$ cat config.mk
export PLATFORM = sky130hd
export DESIGN_NAME = descramble_lanes
export DESIGN_NICKNAME = d
export VERILOG_FILES = /design/src/rtl/descramble_lanes.sv
export SDC_FILE = /design/constraint.sdc
export NUM_CORES = 1
export LEC_CHECK = 0
export BUFFER_PORTS_ARGS = -buffer_cell sky130_fd_sc_hd__buf_2
export CAP_MARGIN = 20
export CORE_MARGIN = 2
export CORE_UTILIZATION = 45
export CTS_BUF_LIST = sky130_fd_sc_hd__clkbuf_4
export CTS_CLUSTER_SIZE = 16
export DETAILED_ROUTE_END_ITERATION = 10
export SYNTH_ARGS = -nofsm -noshare
export SYNTH_HDL_FRONTEND = slang
export SYNTH_SLANG_ARGS = --single-unit
export TNS_END_PERCENT = 30
$ cat constraint.sdc
create_clock -name clk -period 7.65 [get_ports clk]
set_clock_uncertainty 0.2 [all_clocks]
set_input_delay 0.765 -clock clk [delete_from_list [all_inputs] [get_ports clk]]
set_output_delay 0.765 -clock clk [all_outputs]
set_load 0.03 [all_outputs]
$ cat src/rtl/descramble_lanes.sv
// Multi-bit 100BASE-X descrambler (x^11+x^9+1) with idle-run lock FSM and unlock hold-off timer.
// Optional lock-loss statistics counter enabled by defining DESCRAMBLE_STATS_EN.
module descramble_lanes #(
  parameter int WIDTH            = 2,
  parameter int IDLE_RUN         = 29,
  parameter int UNLOCK_TIME      = 65535,
  parameter int TEST_UNLOCK_TIME = 625,
  localparam int CW              = $clog2(WIDTH + 1)
) (
  input  logic             clk,
  input  logic             rst_n,
  input  logic [WIDTH-1:0] scrambled,
  input  logic [CW-1:0]    scrambled_count,
  input  logic             signal_status,
  input  logic             test_mode,
`ifdef DESCRAMBLE_STATS_EN
  input  logic             stats_clear,
  output logic [15:0]      lock_loss_count,
`endif
  output logic [WIDTH-1:0] descrambled,
  output logic [CW-1:0]    descrambled_count,
  output logic             locked,
  output logic             lock_lost
);

  localparam int RW = $clog2(IDLE_RUN + 1);
  localparam logic [RW-1:0] RUN_MAX   = RW'(IDLE_RUN);
  localparam logic [CW-1:0] COUNT_MAX = CW'(WIDTH);
  localparam logic [15:0]   TIME_NORM = 16'(UNLOCK_TIME);
  localparam logic [15:0]   TIME_TEST = 16'(TEST_UNLOCK_TIME);

  typedef enum logic {UNLOCKED, LOCKED} state_t;

  state_t           state;
  logic [10:0]      lfsr;
  logic [RW-1:0]    run;
  logic [15:0]      timer;

  logic [10:0]      lfsr_nxt;
  logic [RW-1:0]    run_nxt;
  logic [WIDTH-1:0] desc_nxt;
  logic [CW-1:0]    cnt_eff;
  logic             hit;
  logic             key;
  logic             unlock_now;
  logic [15:0]      reload;

  // Walk the valid bits earliest-first; unlocked, the register is loaded with ~in,
  // which equals the transmitter keystream whenever the line carries idle.
  always_comb begin
    lfsr_nxt = lfsr;
    run_nxt  = run;
    desc_nxt = scrambled;
    hit      = 1'b0;
    key      = 1'b0;
    cnt_eff  = (scrambled_count > COUNT_MAX) ? COUNT_MAX : scrambled_count;
    for (int i = WIDTH - 1; i >= 0; i--) begin
      if (i >= WIDTH - int'(cnt_eff)) begin
        key         = lfsr_nxt[8] ^ lfsr_nxt[10];
        desc_nxt[i] = scrambled[i] ^ key;
        lfsr_nxt    = {lfsr_nxt[9:0], (state == LOCKED) ? key : ~scrambled[i]};
        if (desc_nxt[i]) begin
          if (run_nxt < RUN_MAX) run_nxt = run_nxt + RW'(1);
        end else begin
          run_nxt = '0;
        end
        if (run_nxt == RUN_MAX) begin
          hit     = 1'b1;
          run_nxt = '0;
        end
      end
    end
  end

  assign reload     = test_mode ? TIME_TEST : TIME_NORM;
  assign unlock_now = signal_status && (state == LOCKED) && !hit && (timer == 16'd0);

  // Loss of signal detect clears sync like reset but never reports a lock loss.
  always_ff @(posedge clk) begin
    if (!rst_n) begin
      lfsr              <= '0;
      run               <= '0;
      timer             <= '0;
      state             <= UNLOCKED;
      locked            <= 1'b0;
      lock_lost         <= 1'b0;
      descrambled       <= '0;
      descrambled_count <= '0;
    end else begin
      descrambled <= desc_nxt;
      lock_lost   <= 1'b0;
      if (!signal_status) begin
        lfsr              <= '0;
        run               <= '0;
        timer             <= '0;
        state             <= UNLOCKED;
        locked            <= 1'b0;
        descrambled_count <= '0;
      end else begin
        descrambled_count <= cnt_eff;
        lfsr              <= lfsr_nxt;
        run               <= run_nxt;
        case (state)
          UNLOCKED: begin
            if (hit) begin
              state  <= LOCKED;
              locked <= 1'b1;
              timer  <= reload;
            end
          end
          LOCKED: begin
            if (hit) begin
              timer <= reload;
            end else if (timer != 16'd0) begin
              timer <= timer - 16'd1;
            end else begin
              state     <= UNLOCKED;
              locked    <= 1'b0;
              lock_lost <= 1'b1;
              run       <= '0;
            end
          end
          default: state <= UNLOCKED;
        endcase
      end
    end
  end

`ifdef DESCRAMBLE_STATS_EN
  // Counts on the same edge that raises lock_lost; a clear on that edge wins.
  always_ff @(posedge clk) begin
    if (!rst_n || stats_clear) begin
      lock_loss_count <= '0;
    end else if (unlock_now && lock_loss_count != 16'hffff) begin
      lock_loss_count <= lock_loss_count + 16'd1;
    end
  end
`endif

endmodule

==> results of run 1 <==
==> per-layer routing <==
metal,wire [um],track usage (%),up-vias
li1,-,-,1105
met4,43,5.26,0
met1,2660,25.6,977
met2,2410,29.0,38
met3,173,4.02,5
met5,0,0,-
==> report_power, final <==
| part | internal [mW] | total, mW | switching, mW |
|---|---|---|---|
| Combinational | 0.0132 | 0.0383 | 0.0251 |
| Sequential | 0.205 | 0.208 | 0.00260 |
| Clock | 0.0376 | 0.100 | 0.0625 |
| Total | 0.256 | 0.346 | 0.0902 |
==> final cells by class <==
class,count,area share [%]
clock inverters,2,0.290
well taps,72,3.48
multi-input cells,239,61.0
flip-flops and latches,39,30.2
repair buffers,13,2.52
clock buffers,6,1.74
inverters,5,0.726
==> logic make-up after synthesis <==
logic type,count (synthesis),share of synthesized area (%)
multiplexers,14,5.86
AO/OA/AOI/OAI,86,22.1
AND/OR/NAND/NOR,118,26.6
buffers and inverters,24,4.70
flip-flops,39,31.5
XOR/XNOR,18,7.58
adder cells (fa/ha/maj),3,1.52
==> placed cells by master, fill, tap and decap left out, types with 2 or more instances in the layout <==
| master | Yosys | layout |
|---|---|---|
| xnor2_1 | 11 | 11 |
| nand3b_1 | 3 | 3 |
| nand3_1 | 7 | 7 |
| or2_2 | 2 | 2 |
| nand2b_1 | 3 | 3 |
| mux2i_1 | 13 | 13 |
| or4_4 | 3 | 3 |
| a21o_1 | 2 | 2 |
| a21oi_2 | 2 | 2 |
| or4_1 | 4 | 4 |
| dfxtp_1 | 39 | 39 |
| nor4bb_1 | 2 | 2 |
| nor2_2 | 3 | 3 |
| and2_1 | 2 | 2 |
| a21oi_1 | 43 | 43 |
| a41oi_1 | 2 | 2 |
| a31oi_1 | 7 | 7 |
| a21boi_0 | 2 | 2 |
| or3_1 | 3 | 3 |
| nand2_1 | 12 | 12 |
| nor2_1 | 35 | 35 |
| nor2b_1 | 5 | 5 |
| nor3b_1 | 3 | 3 |
| and3_1 | 6 | 6 |
| xor2_1 | 5 | 5 |
| o211ai_1 | 3 | 3 |
| nand4_1 | 5 | 5 |
| clkinv_1 | 0 | 2 |
| nor3_1 | 7 | 7 |
| nor4_1 | 4 | 4 |
| clkbuf_4 | 0 | 6 |
| ha_1 | 3 | 3 |
| inv_1 | 5 | 5 |
| nand4b_1 | 3 | 3 |
| buf_2 | 6 | 13 |
| a211oi_1 | 4 | 4 |
| o21ai_0 | 8 | 8 |
==> state kept, by name, summed over array words and instances, names as in the netlist <==
| name | flops |
|---|---|
| run | 5 |
| descrambled_count | 2 |
| timer | 16 |
| state | 1 |
| lock_lost | 1 |
| descrambled | 2 |
| lfsr | 11 |
| locked | 1 |
==> final timing paths <==
| kind | to | depth (start not counted) |
|---|---|---|
| max | lock_lost | 12 |
| min | timer[5] | 2 |
| max reg2reg | lock_lost | 12 |
| min reg2reg | timer[5] | 2 |
==> per-stage QoR <==
stage | total power, mW | instance area, um^2
after global routing | 0.365 | 2580
after global placement | 0.251 | 2530
after floorplan | 0.241 | 2470
final | 0.346 | 2580
after CTS | 0.351 | 2580
after detailed placement | 0.250 | 2530
==> worst max-delay path, stage by stage (launching register included) <==
cell and delay (ps):
dfxtp_1 680, ha_1 360, or2b_1 250, a41oi_1 210, and4bb_1 330, nor2_2 210, ha_1 250, and3_1 180
and3b_1 160, mux2_4 200, nor2_2 60, a21oi_2 650, nor4bb_1 270
==> flow_summary_export.csv, run 1 <==
group,metric,value,unit
sta,finalCritPeriodShare,53.7,%
yosys,yosysWarningCount,0,
sta,tightestPinTransition,852,ps
cts,cts-htree-levels,2,
cts,cts_root_buf,"clkbuf_4",
yosys,seq_area_frac_synth,31.5,%
yosys,synth-edff-count,0,
yosys,ys_seq_elements,39,
yosys,synthTopCellsByCount,"a21oi_1, dfxtp_1, nor2_1",
sta,fin_ws,3540,ps
worst_hold_path,min_path_type,"register to register",
sta,whs,327,ps
global_route,grt_pass1_vias,1917,
finish,drive_gt1_share,12.5,%
yosys,synth-main-ff-cell,"dfxtp_1",
cts,clock-sinks,39,
yosys,yosysUniqueCellTypes,61,
worst_setup_path,required,7700,ps
placed_design,pre_cts_ws,3370,ps
cts,clock_latency,330,ps
power,p_per_area,134,mW/mm^2
yosys,yosys.area.top_type_share,31.5,%
yosys,syn_inst,302,
floorplan,die-height,78.2,um
finish,nFillCells,581,
worst_setup_path,crit_type,"register to register",
placed_design,place_inst,368,
cts,cts_resized,0,
sta,hold_viol_final,0,
sta,drv_slew,0,
power,vdd_drop_max,0.0642,mV
finish,multiInputGateArea,0.00158,mm^2
cts,holdBufCountCts,0,
global_route,grt_remaining_overflow,0,
finish,seq_area,781,um^2
floorplan,io_pins,14,
worst_setup_path,reg2reg_slack,3540,ps
global_route,grt_antenna_before_repair,0,
worst_setup_path,crit_fanout,18,
detailed_routing,via_per_inst,5.65,
floorplan,core-area,0.00541,mm^2
flow_run,drv_cap,0,
finish,finish.utilization,47.8,%
floorplan,die_width,78.2,um
worst_setup_path,timing.rr.start,"run[0]",
floorplan,start_util,45.8,%
worst_setup_path,cp-end-kind,"register",
sta,min_period,4110,ps
floorplan,rows,27,
finish,area_growth,4.45,%
yosys,async_reset_ff_share,0,%
cts,cts_tree,"yes",
worst_setup_path,crit_path_start_kind,"register",
global_route,grt_max_degree,40,
yosys,synth_area_leaders,"dfxtp_1, a21oi_1, nor2_1",
global_route,grt_pass1_wl,9170,um
sta,clock.fmax,0.243,GHz
sta,fin_tns_setup,0,ps
worst_setup_path,crit_start,"run[0]",
placed_design,dp_hpwl,3720,um
yosys,yosysMostFrequentCell,"a21oi_1",
floorplan,dieArea,0.00611,mm^2
sta,rsz0062_at_grt,"false",
yosys,syn_area,0.00247,mm^2
detailed_routing,ant_nets,0,
worst_setup_path,arrival,4160,ps
sta,slew_headroom,43.2,%
cts,clk_pin_slew,110,ps
sta,setup_viol,0,
run_status,status,"finished clean",
yosys,synth.net_count,313,
global_route,track_usage,18.4,%
detailed_routing,wl,5280,um
detailed_routing,vias,2125,
placed_design,gp_congestion,0.869,
yosys,synth_area_leader_cell,"dfxtp_1",
finish,n_antenna_cell,0,
detailed_routing,drt_iter0_drc,66,
finish,layout.nets,314,
worst_hold_path,min_from,"timer[5]",
cts,cts_buffers,5,
cts,cts_setup_buffers,0,
detailed_routing,wl_per_cell,14.0,um
power,leakage,0.941,nW
finish,final_cells,376,
yosys,avgSynthCellArea,8.19,um^2
detailed_routing,drc,0,
cts,cts_buffer_depth,2,
placed_design,port_buffers,13,
detailed_routing,first_pass_iters,4,
No activity file was read; power rests on OpenSTA's default activity.
==> inputs of run 2 (changes only) <==
clock period = 4.25 ns   (was 7.65 ns; I/O delays follow)
==> run 2 against run 1 <==
Against the previous run: flip-flop and latch count stayed put; final cell count is 1.9% higher; worst hold slack worse by 190 ps; non-clock buffer count is 7 higher; critical path depth is 1 higher; power is 85% higher; first-iteration DRC count is 30% higher; combinational power is 98% higher; count of clock-buffer cells in the layout stayed put; sequential power is 78% higher; critical path type unchanged.
==> flow_summary_export.csv, run 2 (synthesis results as in run 1) <==
group,metric,value,unit
cts,cts-htree-levels,2,
placed_design,pre_cts_ws,729,ps
sta,tightestPinTransition,788,ps
finish,drive_gt1_share,15.1,%
worst_setup_path,crit_type,"register to register",
cts,holdBufCountCts,0,
detailed_routing,wl,5340,um
cts,cts_root_buf,"clkbuf_4",
cts,clock-sinks,39,
sta,fin_ws,690,ps
finish,n_antenna_cell,0,
global_route,grt.busiest_layer,"met2",
finish,final_common_cell,"a21oi_1",
global_route,grt_remaining_overflow,0,
finish,layout.nets,321,
finish,top_regs,"timer x16, lfsr x11, run x5",
global_route,grt_pass1_wl,8910,um
worst_setup_path,arrival,3570,ps
cts,clk_pin_slew,120,ps
global_route,grtUsageMet2,28.9,%
worst_hold_path,min_path_type,"primary input to register",
finish,largest-register,"timer",
floorplan,rows,27,
sta,clock.fmax,0.281,GHz
placed_design,port_buffers,13,
detailed_routing,ant_nets,0,
placed_design,gp_congestion,0.857,
worst_setup_path,crit_path_start_kind,"register",
global_route,grt_use_met1,24.7,%
floorplan,dieArea,0.00611,mm^2
detailed_routing,first_pass_iters,4,
detailed_routing,vias,2192,
detailed_routing,via_per_inst,5.72,
sta,min_period,3560,ps
detailed_routing,drt_iter0_drc,86,
floorplan,core-area,0.00541,mm^2
power,total_power,641,uW
sta,fin_tns_setup,0,ps
global_route,grt_pass1_vias,1904,
sta,rsz0062_at_grt,"false",
worst_setup_path,required,4260,ps
worst_setup_path,cp-end-kind,"register",
finish,seq_area,781,um^2
sta,slew_headroom,47.3,%
detailed_routing,drc,0,
global_route,grt_max_degree,36,
placed_design,dp_hpwl,3750,um
worst_setup_path,cp_slowest_cell,"dfxtp_1",
worst_setup_path,slowest_delay,380,ps
cts,cts_buffers,5,
finish,final_cell_mix,"a21oi_1, dfxtp_1, nor2_1",
worst_setup_path,crit_fanout,18,
sta,finalCritPeriodShare,83.8,%
cts,clock_latency,350,ps
global_route,track_usage,17.9,%
floorplan,io_pins,14,
global_route,grt_use_met3,2.87,%
run_status,status,"finished clean",
sta,hold_viol_final,0,
power,leakage,0.977,nW
finish,area_growth,6.77,%
worst_setup_path,path_cells,"ha_1 > or2b_1 > a41oi_1 > and4bb_1 > nor2_2 > ha_1 > and3_1 > or3b_1 > mux2_4 > nor2_2 > a21oi_2 > buf_4 > nor4bb_1",
cts,cts_tree,"yes",
sta,setup_viol,0,
cts,cts_resized,0,
power,vdd_drop_max,0.108,mV
flow_run,drv_cap,0,
floorplan,die_width,78.2,um
global_route,grt_antenna_before_repair,0,
cts,cts_buffer_depth,2,
finish,nFillCells,557,
power,p_per_area,242,mW/mm^2
cts,cts_setup_buffers,0,
floorplan,start_util,45.8,%
floorplan,die-height,78.2,um
detailed_routing,wl_per_cell,13.9,um
finish,largest_reg_flops,16,
finish,multiInputGateArea,0.00158,mm^2
sta,drv_slew,0,
-- run 2: final cells by class --
cell class / count / share of cell area, %
clock buffer: 6 / 1.70
clock inverter: 2 / 0.473
inverter: 5 / 0.710
multi-input combinational: 239 / 59.7
sequential: 39 / 29.5
tap: 72 / 3.41
timing repair buffer: 20 / 4.45
-- run 2: metal layers --
layer	part of all wire, %	up-vias	routed length, um
li1	-	1124	-
met1	50	1019	2660
met2	46	43	2450
met3	2.9	6	156
met4	1.2	0	65
met5	0	-	0
-- run 2: final timing paths --
| path | start | to | slack (ps) | cells after the start |
|---|---|---|---|---|
| max reg2reg | run[0] | lock_lost | 690 | 13 |
| min | signal_status | descrambled_count[1] | 140 | 2 |
| min reg2reg | lfsr[0] | lfsr[2] | 320 | 2 |
| max | run[0] | lock_lost | 690 | 13 |
-- run 2: worst max-delay path, delay by kind of cell, from the launching register on --
kind	cells	cell delay, ps
and+or+nand+nor	7	1500
adders and majority gates	2	540
AOI/OAI and AO/OA	2	270
muxes	1	330
DFF	1	380
buffers and inverters	1	210
-- run 2: power breakdown --
part	internal (mW)	total, mW	leakage [nW]	switching [mW]
clock	0.0703	0.194	0.0317	0.124
combinational	0.0270	0.0758	0.630	0.0488
sequential	0.369	0.371	0.315	0.00184
-- run 2: stage by stage --
step	util (%)	instances	hold slack, ps	cell area [um^2]
2_1_floorplan	-	302	272	2470
3_3_place_gp	47.8	375	306	2580
3_5_place_dp	47.8	375	306	2580
4_1_cts	48.9	383	134	2640
5_1_grt	48.9	383	124	2640
6_report	48.9	383	139	2640
==> inputs of run 3 (changes only) <==
ABC_AREA = 1   (was unset)
clock period = 2.9 ns   (was 4.25 ns; I/O delays follow)
==> run 3 against run 2 <==
Against the previous run: utilization rose by 9.3 points; global-route usage rose by 0.88 points; register-to-register slack got worse by 600 ps; critical endpoint is now timer[1]; critical path depth rose by 9; count of clock-buffer cells in the layout did not move; combinational power rose by 130%; final area rose by 13%; maximum frequency rose by 27%; sequential power rose by 49%; power rose by 59%; first-iteration DRC count rose by 62%; non-clock buffer count rose by 22.
==> flow_summary_export.csv, run 3 <==
group,metric,value,unit
power,vdd_drop_max,0.179,mV
flow_run,drv_cap,0,
yosys,yosysWarningCount,0,
finish,final_cell_mix,"nor2_1, inv_1, nand2_1",
finish,multiInputGateArea,0.00153,mm^2
placed_design,port_buffers,13,
yosys,synth-edff-count,0,
global_route,track_usage,18.8,%
floorplan,start_util,47.0,%
run_status,status,"finished clean",
detailed_routing,drc,0,
placed_design,gp_congestion,0.808,
global_route,grt_pass1_vias,2148,
finish,top_regs,"timer x16, lfsr x11, run x5",
yosys,yosys.area.top_type_share,32.3,%
power,p_per_area,340,mW/mm^2
finish,nFillCells,523,
sta,min_period,2810,ps
finish,drive_gt1_share,27.9,%
finish,largest_reg_flops,16,
yosys,avgSynthCellArea,6.73,um^2
sta,tightestPinTransition,580,ps
worst_setup_path,cp_slowest_cell,"dfxtp_4",
yosys,syn_area,0.00242,mm^2
worst_setup_path,crit_path_start_kind,"register",
sta,finalCritPeriodShare,96.8,%
yosys,async_reset_ff_share,0,%
power,leakage,1.53,nW
floorplan,rows,26,
detailed_routing,via_per_inst,4.89,
cts,cts_root_buf,"clkbuf_4",
worst_setup_path,slowest_delay,380,ps
finish,n_antenna_cell,0,
yosys,seq_area_frac_synth,32.3,%
worst_hold_path,min_path_type,"primary input to register",
cts,holdBufCountCts,0,
yosys,synth_area_leaders,"dfxtp_1, nor2_1, nand2_1",
sta,fin_tns_setup,0,ps
worst_setup_path,required,2950,ps
detailed_routing,first_pass_iters,4,
detailed_routing,wl,5640,um
placed_design,place_inst,450,
yosys,synth_area_leader_cell,"dfxtp_1",
detailed_routing,wl_per_cell,12.1,um
finish,final_cells,468,
worst_setup_path,crit_type,"register to register",
yosys,yosysUniqueCellTypes,36,
worst_setup_path,cp_common_cell,"nor2_1",
yosys,syn_inst,359,
sta,setup_viol,0,
sta,hold_viol_final,0,
floorplan,core-area,0.00514,mm^2
finish,seq_area,797,um^2
worst_setup_path,arrival,2860,ps
yosys,ys_seq_elements,39,
worst_setup_path,crit_fanout,5,
detailed_routing,drt_iter0_drc,139,
sta,slew_headroom,61.3,%
global_route,grt_max_degree,21,
global_route,grt_pass1_wl,9200,um
sta,drv_slew,0,
detailed_routing,vias,2287,
floorplan,die-height,77.3,um
cts,cts_buffers,5,
worst_hold_path,holdPathStages,3,
finish,largest-register,"timer",
finish,area_growth,23.8,%
yosys,synth-main-ff-cell,"dfxtp_1",
floorplan,io_pins,14,
worst_setup_path,cp-end-kind,"register",
yosys,synth.net_count,370,
cts,cts-htree-levels,2,
yosys,yosysMostFrequentCell,"nor2_1",
finish,layout.nets,408,
floorplan,die_width,77.3,um
worst_setup_path,reg2reg_depth,22,
global_route,grt_antenna_before_repair,0,
cts,cts_buffer_depth,2,
cts,cts_tree,"yes",
finish,final_common_cell,"nor2_1",
detailed_routing,ant_nets,0,
yosys,synthTopCellsByCount,"nor2_1, nand2_1, inv_1",
placed_design,dp_hpwl,3970,um
floorplan,dieArea,0.00597,mm^2
global_route,grt_remaining_overflow,0,
worst_setup_path,path_cells,"inv_1 > nand2_1 > nand3b_1 > nand2_2 > inv_4 > nand3_4 > nor2_4 > nand2_4 > nand2_4 > inv_2 > ha_2 > nand3_1 > nand2_1 > nand2_2 > nand3_2 > nor2_4 > nand4_4 > nand3_4 > clkbuf_16 > nor2_1 > nor2_1 > nor2_1",
cts,clock_latency,350,ps
cts,clk_pin_slew,130,ps
sta,rsz0062_at_grt,"true",
cts,clock-sinks,39,
sta,clock.fmax,0.356,GHz
run 3: cell count changes after synthesis, sizes merged, moves of 13 or more:
| cell | delta |
|---|---|
| a21oi | -39 |
| inv | +48 |
| mux2i | -13 |
| nand2 | +48 |
| nand3 | +20 |
| nor2 | +50 |
| o21ai | +19 |
run 3: final cells by class:
cell class	instances	share of cell area (%)
clock buffers	6	1.51
clock inverters	2	0.418
inverters	53	6.73
multi-input cells	256	51.1
flip-flops and latches	39	26.6
well taps	70	2.93
repair buffers	42	10.7
run 3: critical path: cells and delay by family, from the launching register on:
| kind | cells | cell delay, ps |
|---|---|---|
| adders and majority gates | 1 | 170 |
| buffers and inverters | 4 | 360 |
| DFF | 1 | 380 |
| and+or+nand+nor | 17 | 1580 |
run 3: metal layers:
layer	wire length, um	track usage (%)
met1	2500	21.6
met2	2900	33.7
met3	123	4.24
met4	118	7.32
met5	0	0
run 3: worst paths after layout:
path,slack (ps),to,start
max,90,timer[1],lfsr[10]
max reg2reg,90,timer[1],lfsr[10]
min reg2reg,290,locked,locked
min,10,descrambled[1],rst_n
run 3: repair_timing:
action | CTS | global route
endpoints found under the hold margin | 0 | 0
gates resized for setup | 1 | 48
setup endpoints to repair | 11 | 24
pin swaps | 0 | 18
gates cloned | 0 | 1
buffers inserted | 0 | 9
run 3: logic make-up after synthesis:
family,Yosys count,synth area share [%]
AOI/OAI and AO/OA,49,12.5
buffers and inverters,64,11.0
DFF,39,32.3
adders and majority gates,3,1.55
and+or+nand+nor,189,35.6
xor gates and xnor gates,15,6.99
run 3: through the flow:
step | total power, mW | hold slack, ps | area, um^2 | worst slack (ps) | util, %
after detailed placement | 0.717 | 272 | 2660 | -8.26 | 51.8
final | 1.02 | 10.4 | 2990 | 93.1 | 58.2
after floorplan | 0.675 | 228 | 2420 | 179 | -
after global routing | 1.08 | -0.00105 | 2990 | -87.8 | 58.2
after CTS | 1.01 | 3.30 | 2720 | 11.7 | 52.9
after global placement | 0.717 | 277 | 2660 | 11.4 | 51.8
run 3: report_power, final:
part	switching, mW	internal, mW	total (mW)
clock network	0.185	0.103	0.288
logic	0.109	0.0657	0.175
registers	0.00842	0.545	0.554
total	0.303	0.714	1.02
